--- config.mk ---
export PLATFORM = sky130hd
export DESIGN_NAME = ex_mem_reg
export DESIGN_NICKNAME = d
export VERILOG_FILES = /design/src/rtl/ex_mem_reg.sv
export SDC_FILE = /design/constraint.sdc
export NUM_CORES = 1
export LEC_CHECK = 0
export ABC_AREA = 1
export CAP_MARGIN = 20
export CORE_MARGIN = 2
export CORE_UTILIZATION = 45
export CTS_CLUSTER_SIZE = 25
export DETAILED_ROUTE_END_ITERATION = 16
export PLACE_DENSITY = 0.81
export SKIP_CTS_REPAIR_TIMING = 1
export SLEW_MARGIN = 0
export SYNTH_ARGS = -nofsm -noshare
export SYNTH_HDL_FRONTEND = slang
export SYNTH_SLANG_ARGS = --single-unit
--- constraint.sdc ---
create_clock -name clk -period 3.3 [get_ports clk]
set_input_delay 0.99 -clock clk [delete_from_list [all_inputs] [get_ports clk]]
set_output_delay 0.99 -clock clk [all_outputs]
set_load 0.005 [all_outputs]
--- src/rtl/ex_mem_reg.sv ---
// ex_mem_reg: execute -> memory pipeline register.
//  Captures ALU result, store data, PC+2, destination and control bits from
//  the execute stage. Holds the entry while the data memory stalls. Squashes
//  the incoming entry on flush. Freezes once a halt or an alignment error
//  reaches the memory stage. Counts stalled valid cycles, saturating.
// Ports:
//  clk, rst (sync, active-low)
//  ex_*          execute-stage entry and control bits
//  flush         squash the entry entering this cycle
//  mem_stall     data memory busy, hold the MEM entry
//  align_err_m   alignment error for the current MEM entry
//  ex_ready      combinational advance-permit to execute
//  mem_*         registered MEM entry (control gated by valid)
//  mem_err       sticky alignment-error flag
//  halted        FSM is in HALTED
//  stall_cycles  saturating stall-cycle counter
module ex_mem_reg #(
  parameter int DATA_W = 16,
  parameter int REG_W  = 3,
  parameter int CNT_W  = 16
) (
  input  logic              clk,
  input  logic              rst,
  input  logic              ex_valid,
  input  logic [DATA_W-1:0] ex_aluOut,
  input  logic [DATA_W-1:0] ex_writeData,
  input  logic [DATA_W-1:0] ex_pc2,
  input  logic [REG_W-1:0]  ex_writeReg,
  input  logic              ex_memWrite,
  input  logic              ex_memRead,
  input  logic              ex_memAccess,
  input  logic              ex_memToReg,
  input  logic              ex_regWrite,
  input  logic              ex_halt,
  input  logic              flush,
  input  logic              mem_stall,
  input  logic              align_err_m,
  output logic              ex_ready,
  output logic              mem_valid,
  output logic [DATA_W-1:0] mem_aluOut,
  output logic [DATA_W-1:0] mem_writeData,
  output logic [DATA_W-1:0] mem_pc2,
  output logic [REG_W-1:0]  mem_writeReg,
  output logic              mem_memWrite,
  output logic              mem_memRead,
  output logic              mem_memAccess,
  output logic              mem_memToReg,
  output logic              mem_regWrite,
  output logic              mem_halt,
  output logic              mem_err,
  output logic              halted,
  output logic [CNT_W-1:0]  stall_cycles
);

  typedef enum logic {RUN = 1'b0, HALTED = 1'b1} state_e;

  typedef struct packed {
    logic memWrite;
    logic memRead;
    logic memAccess;
    logic memToReg;
    logic regWrite;
    logic halt;
  } ctrl_t;

  state_e            state_q, state_d;
  logic              valid_q, valid_d;
  logic [DATA_W-1:0] alu_q, alu_d, wd_q, wd_d, pc2_q, pc2_d;
  logic [REG_W-1:0]  wr_q, wr_d;
  ctrl_t             ctrl_q, ctrl_d, ex_ctrl;
  logic              err_q, err_d;
  logic [CNT_W-1:0]  cnt_q, cnt_d;

  logic run, live, err_ev;

  assign ex_ctrl = '{memWrite: ex_memWrite, memRead: ex_memRead,
                     memAccess: ex_memAccess, memToReg: ex_memToReg,
                     regWrite: ex_regWrite, halt: ex_halt};

  assign run      = (state_q == RUN);
  assign ex_ready = run & ~mem_stall;
  assign live     = ex_valid & ~flush;
  // An error on the MEM entry wins over any incoming load so the faulting
  // entry stays visible for debug.
  assign err_ev   = run & valid_q & align_err_m & ~mem_stall;

  always_comb begin
    state_d = state_q;
    valid_d = valid_q;
    alu_d   = alu_q;
    wd_d    = wd_q;
    pc2_d   = pc2_q;
    wr_d    = wr_q;
    ctrl_d  = ctrl_q;
    err_d   = err_q;
    cnt_d   = cnt_q;

    if (err_ev) begin
      state_d         = HALTED;
      err_d           = 1'b1;
      ctrl_d.halt     = 1'b1;
      ctrl_d.memWrite = 1'b0;
      ctrl_d.memRead  = 1'b0;
    end else if (ex_ready) begin
      valid_d = live;
      alu_d   = ex_aluOut;
      wd_d    = ex_writeData;
      pc2_d   = ex_pc2;
      wr_d    = ex_writeReg;
      ctrl_d  = live ? ex_ctrl : '0;
      if (live && ex_halt) begin
        // Entering HALTED: suppress further memory side effects.
        state_d         = HALTED;
        ctrl_d.memWrite = 1'b0;
        ctrl_d.memRead  = 1'b0;
      end
    end

    if (run && mem_stall && valid_q && !(&cnt_q))
      cnt_d = cnt_q + CNT_W'(1);
  end

  always_ff @(posedge clk) begin
    if (!rst) begin
      state_q <= RUN;
      valid_q <= 1'b0;
      alu_q   <= '0;
      wd_q    <= '0;
      pc2_q   <= '0;
      wr_q    <= '0;
      ctrl_q  <= '0;
      err_q   <= 1'b0;
      cnt_q   <= '0;
    end else begin
      state_q <= state_d;
      valid_q <= valid_d;
      alu_q   <= alu_d;
      wd_q    <= wd_d;
      pc2_q   <= pc2_d;
      wr_q    <= wr_d;
      ctrl_q  <= ctrl_d;
      err_q   <= err_d;
      cnt_q   <= cnt_d;
    end
  end

  assign mem_valid     = valid_q;
  assign mem_aluOut    = alu_q;
  assign mem_writeData = wd_q;
  assign mem_pc2       = pc2_q;
  assign mem_writeReg  = wr_q;
  assign mem_memWrite  = ctrl_q.memWrite;
  assign mem_memRead   = ctrl_q.memRead;
  assign mem_memAccess = ctrl_q.memAccess;
  assign mem_memToReg  = ctrl_q.memToReg;
  assign mem_regWrite  = ctrl_q.regWrite;
  assign mem_halt      = ctrl_q.halt;
  assign mem_err       = err_q;
  assign halted        = (state_q == HALTED);
  assign stall_cycles  = cnt_q;

endmodule

# After elaboration in Yosys (flattened, before gate mapping)
# Index checks and enable logic that the tools add are counted.
[totals]
reg_bits = 76
input_bits = 63
out_inout_bits = 77
elab_cells = 43
[op_classes]
addsub = 1
n_mux = 7
n_bitwise = 10
n_reduce_logical = 11
[ops]
columns = ["operator", "n"]
rows = [
  ["$add 16x1->16 const B", 1],
  ["$reduce_and 16->1", 1],
  ["$mux 6", 1],
  ["$and 1x1->1", 5],
  ["$mux 1", 5],
  ["$not 1->1", 5],
  ["$logic_and 1x1->1", 4],
  ["$reduce_and 2->1", 2],
  ["$reduce_bool 2->1", 2],
  ["$mux 2", 1],
  ["$reduce_or 2->1", 1],
  ["$logic_not 1->1", 1],
]

# Longest topological paths before layout
# Gate-level depths: netlist of the first run.
[depth]
depth_word = 6
ltp_mapped = 9
depth_no_buf = 9

# Worst setup path after synthesis of the first run
# No wires, ideal clock.
[synth_timing]
kind = "in2out"
start = "input port mem_stall"
end = "output port ex_ready"
t_arrival_ns = 1.094
required_time_ns = 2.310
slack_ns = 1.216
stages = 1
path_buffers = 0
cell_sequence = "nor2_4"
[synth_between]
elab_chain_len = 2
[synth_rtl]
columns = ["element", "line", "text"]
rows = [
  ["from (decl)", "36", "input logic mem_stall,"],
  ["$not 1->1", "81", "assign ex_ready = run & ~mem_stall;"],
  ["$and 1x1->1", "81", ""],
  ["to (decl)", "38", "output logic ex_ready,"],
]
# No other way between the ends.

# Worst setup path after layout of the first run
# Ends and elaborated chain as after synthesis.

==> results of run 1 <==
## cell usage after synthesis, drive strengths merged
library cell and instances:
a21oi 15, a22oi 3, buf 13, clkbuf 7, dfxtp 76, ha 1, inv 28, nand2 54
nand3 23, nand4 5, nor2 150, nor3 1, o21a 1, o21ai 52
## registers in the layout (all words and copies together), names as in the netlist
register,flops
halted,1
mem_aluOut,16
mem_err,1
mem_halt,1
mem_memAccess,1
mem_memRead,1
mem_memToReg,1
mem_memWrite,1
mem_pc2,16
mem_regWrite,1
mem_valid,1
mem_writeData,16
mem_writeReg,3
stall_cycles,16
## stage by stage
step	utilization	hold WS (ps)	area (um^2)
2_1_floorplan	-	447	3160
3_3_place_gp	0.672	436	4570
3_5_place_dp	0.672	449	4570
4_1_cts	0.701	460	4760
5_1_grt	0.701	474	4760
6_report	0.701	457	4760
## critical path: stages
cell and delay, ps:
clkdlybuf4s50_1 490, nor2_4 160, clkdlybuf4s50_1 530
## final cells by class
cell class | count | area (um^2)
flip-flops and latches | 76 | 1520
multi-input cells | 305 | 1400
fillers | 564 | 2030
clock buffers | 12 | 145
clock inverters | 4 | 48.8
repair buffers | 143 | 1420
inverters | 28 | 108
well taps | 96 | 120
## cell families (layout without fill, tap and decap cells)
group | Yosys count | count (layout) | share of synthesized area
flip-flops | 76 | 76 | 0.481
AND/OR/NAND/NOR | 233 | 233 | 0.322
buffers and inverters | 48 | 187 | 0.0760
adder cells (fa/ha/maj) | 1 | 1 | 0.00396
AO/OA/AOI/OAI | 71 | 71 | 0.117
## layer usage
layer  vias to the layer above  global-route usage  part of all wire
met1                      1450               0.258              0.41
met3                        11               0.101             0.094
met2                       119               0.387              0.48
met5                         -                   0                 0
met4                         0              0.0783             0.013
li1                       1633                   -                 -
## power by group through the flow
stage	logic (mW)	registers, mW	clock network, mW
floorplan	0.125	1.03	0
global placement	0.330	1.02	0
detailed placement	0.335	1.03	0
CTS	0.338	1.01	0.719
global route	0.369	1.01	0.765
finish	0.334	1.01	0.708
## worst paths after layout
kind              cells after the start  slack (ps)         endpoint
hold reg to reg                       2         460          mem_err
setup reg to reg                      6        1690  stall_cycles[2]
hold / removal                        2         460          mem_err
setup / recovery                      3         140         ex_ready
## cell usage in the layout (no fill, tap or decap)
cell	netlist	final
a21oi_1	14	14
a21oi_2	1	1
a22oi_1	3	3
buf_2	4	1
buf_4	4	4
bufinv_16	0	1
clkbuf_1	7	2
clkbuf_8	0	10
clkdlybuf4s50_1	0	138
clkinv_2	0	2
clkinv_4	0	1
dfxtp_1	76	76
ha_1	1	1
inv_1	20	20
inv_2	7	7
inv_4	1	1
nand2_1	49	49
nand2_2	4	4
nand2_4	1	1
nand3_1	17	17
nand3_2	5	5
nand3_4	1	1
nand4_1	5	5
nor2_1	143	143
nor2_2	2	2
nor2_4	5	5
nor3_2	1	1
o21a_1	1	1
o21ai_0	44	44
o21ai_1	8	8
==> qor.csv, run 1 <==
metric;value;unit
starting density of the core;0.466;
Setup violations, final;0;
Setup WS post-layout;142;ps
overall power;2.05;mW
dpl hpwl;6.08;mm
placed insts;648;
vias;3213;
1st-iter DRT viols;147;
Final GP Congestion;0.878;
Startpoint Class;input port;
root buffer cell;clkbuf_8;
drt pass-1 iters;6;
CTS clk-pin slew, worst paths;80;ps
Rows;30;
largest net degree at the start of global routing;52;
DRT Wirelength;8.55;mm
Boundary Pins;140;
RSZ-0062 raised after global routing;false;
total global routing overflow;0;
WL/cell;12.9;um
power density over the cells;430;nW/um^2
critical path data arrival time;2170;ps
Synth Warn #;0;
setup TNS;0;ps
Clk pwr share;0.346;
CTS tree;done;
total CTS buffers;9;
H-tree Lvls;3;
final period utilization;0.957;
post-synthesis cell area;3160;um^2
Layout Nets;627;
Worst Hold Launch;mem_err;
maximum clock rate;317;MHz
Syn Area/Cell;7.37;um^2
core area;6790;um^2
status;completed;
actual slew at the worst max-slew pin;547;ps
synth unique cells;26;
Area Growth Syn to Fin;50.5;%
Leak Pwr;1.94;nW
slew margin rel.;0.635;
ANT nets after route;0;
Clock Path Buffers;2;
Worst-Skew Late Latency;340;ps
Die X;87.8;um
Worst Path Max Fanout;5;
clock skew;10.0;ps
Finished Layout Cells;664;
Reg-to-Reg Start;stall_cycles[0];
Antenna Diode Count;0;
synthesized flop and latch total;76;
setup slack at placement;144;ps
Sink Count;76;
Post-route DRC;0;
Final Hold Viols;0;
Slew Limit Fails;0;
Post-Syn Nets;493;
sequential fraction of the synthesis area;0.481;
Total GRT Usage;0.229;
via/cell ratio;4.84;
min-delay worst type;register to register;
VDD IR max;275;uV
Syn Inst Count;429;
biggest area consumer among synthesized cells;dfxtp_1;
initial antenna violation count;0;
max-cap violations;0;
Sequential Power Share;0.491;
vias in the first global route;2936;
Internal;1.54;mW
Gate power share;0.163;
Yosys top cell area share;0.481;
ranking of synthesized cells by area;dfxtp_1, nor2_1, o21ai_0;
first-pass GRT wire length;13.7;mm
Net Sw Frac;0.246;
Crit path required time;2310;ps
# port buffers;139;
share of cells above drive strength 1;0.0827;
crit path time final;3160;ps
Crit Path Class;input port to output port;
Die Ht;87.8;um
DIE AREA;7720;um^2
Critical Path End Type;output port;
Worst setup startpoint;mem_stall;
Psw;504;uW
(Power assumes the default switching activity.)
==> run 2, diff against run 1 <==
CAP_MARGIN = not set   (was 20)
CTS_CLUSTER_DIAMETER = 60   (was not set)
==> results of run 2 <==
Same layout as run 1: the final DEF is identical, and so are final timing and power.
==> run 3, diff against run 2 <==
--- a/config.mk
+++ b/config.mk
@@ -13,3 +13,3 @@
 export DETAILED_ROUTE_END_ITERATION = 16
-export PLACE_DENSITY = 0.81
+export PLACE_DENSITY = 0.87
 export SKIP_CTS_REPAIR_TIMING = 1
--- a/constraint.sdc
+++ b/constraint.sdc
@@ -3,2 +3,2 @@
 set_output_delay 0.99 -clock clk [all_outputs]
-set_load 0.005 [all_outputs]
+set_load 0.02 [all_outputs]
==> run 3 against run 2 <==
  * Die area did not move
  * Sequential share of layout area unchanged
  * First-iteration DRC count is 0.68% higher
  * Critical path type unchanged
  * Critical endpoint unchanged
  * Largest cell class unchanged
==> qor.csv, run 3 (synthesis results as in run 1) <==
metric;value;unit
status;completed;
Crit path required time;2310;ps
root buffer cell;clkbuf_8;
drt pass-1 iters;4;
core area;6790;um^2
Final Hold Viols;0;
total global routing overflow;0;
vias;3197;
Die Ht;87.8;um
overall power;2.05;mW
initial antenna violation count;0;
Layout Nets;627;
DIE AREA;7720;um^2
ANT nets after route;0;
1st-iter DRT viols;148;
FF/Latch Area;1520;um^2
Setup violations, final;0;
Crit Path Class;input port to output port;
largest net degree at the start of global routing;52;
VDD IR max;310;uV
Worst Path Max Fanout;2;
leading cell type in the layout, fill and taps excluded;nor2_1;
setup TNS;0;ps
Slew Limit Fails;0;
most frequent cells in the layout;nor2_1, clkdlybuf4s50_1, dfxtp_1, nand2_1, o21ai_0;
Net Sw Frac;0.273;
crit path time final;3150;ps
Clk pwr share;0.313;
min-delay worst type;register to register;
critical path data arrival time;2160;ps
Sink Count;76;
power density over the cells;430;nW/um^2
Rows;30;
fillcell total;539;
maximum clock rate;318;MHz
Internal;1.49;mW
clock skew;3.38;ps
DRT Wirelength;8.12;mm
Area Growth Syn to Fin;50.5;%
starting density of the core;0.466;
Psw;558;uW
Critical Path End Type;output port;
Boundary Pins;140;
CTS clk-pin slew, worst paths;80;ps
Sequential Power Share;0.491;
# port buffers;139;
H-tree Lvls;3;
Worst-Skew Late Latency;330;ps
dpl hpwl;6.01;mm
Antenna Diode Count;0;
final period utilization;0.954;
Final GP Congestion;0.928;
via/cell ratio;4.81;
share of cells above drive strength 1;0.0863;
max-cap violations;0;
slew margin rel.;0.638;
vias in the first global route;2977;
Startpoint Class;input port;
first-pass GRT wire length;13.6;mm
Die X;87.8;um
Clock Path Buffers;2;
Leak Pwr;1.94;nW
WL/cell;12.2;um
CTS tree;done;
Post-route DRC;0;
total CTS buffers;9;
Multi-input gate area;1400;um^2
Total GRT Usage;0.224;
RSZ-0062 raised after global routing;false;
actual slew at the worst max-slew pin;544;ps
Gate power share;0.196;
## run 3: final cells by class
cell class | instances | area share
multi-input combinational | 305 | 0.295
sequential | 76 | 0.320
clock inverter | 4 | 0.00499
tap | 96 | 0.0252
timing repair buffer | 143 | 0.300
inverter | 28 | 0.0226
clock buffer | 12 | 0.0326
## run 3: critical path, stage by stage
cell and delay [ps]:
clkdlybuf4s50_1 460, nor2_4 110, clkdlybuf4s50_1 600
## run 3: metrics by stage
| step | worst slack (ps) | std cells | hold WS [ps] | util | area, um^2 |
|---|---|---|---|---|---|
| after floorplan | 1150 | 429 | 526 | - | 3160 |
| after global placement | 155 | 648 | 445 | 0.674 | 4580 |
| after detailed placement | 145 | 648 | 448 | 0.674 | 4580 |
| after CTS | 146 | 664 | 459 | 0.701 | 4760 |
| after global routing | 115 | 664 | 475 | 0.701 | 4760 |
| final | 153 | 664 | 456 | 0.701 | 4760 |
## run 3: path summary, 6_finish.rpt
check / startpoint / endpoint / slack [ps] / depth (start not counted)
setup / recovery: mem_stall / ex_ready / 150 / 3
hold / removal: mem_err / mem_err / 460 / 2
setup reg to reg: halted / mem_writeData[0] / 1620 / 6
hold reg to reg: mem_err / mem_err / 460 / 2
## run 3: per-layer routing
layer	routed length, um	vias up	track usage
met5	0	-	0
met4	125	0	0.0951
met3	772	9	0.0877
met2	3890	116	0.371
met1	3330	1440	0.258
li1	-	1632	-
## run 3: power groups by stage
stage               combinational, mW  sequential, mW  clock, mW
floorplan                       0.126            1.10          0
global placement                0.397            1.02          0
detailed placement              0.404            1.03          0
CTS                             0.405            1.01      0.655
global route                    0.437            1.01      0.704
finish                          0.401            1.00      0.641
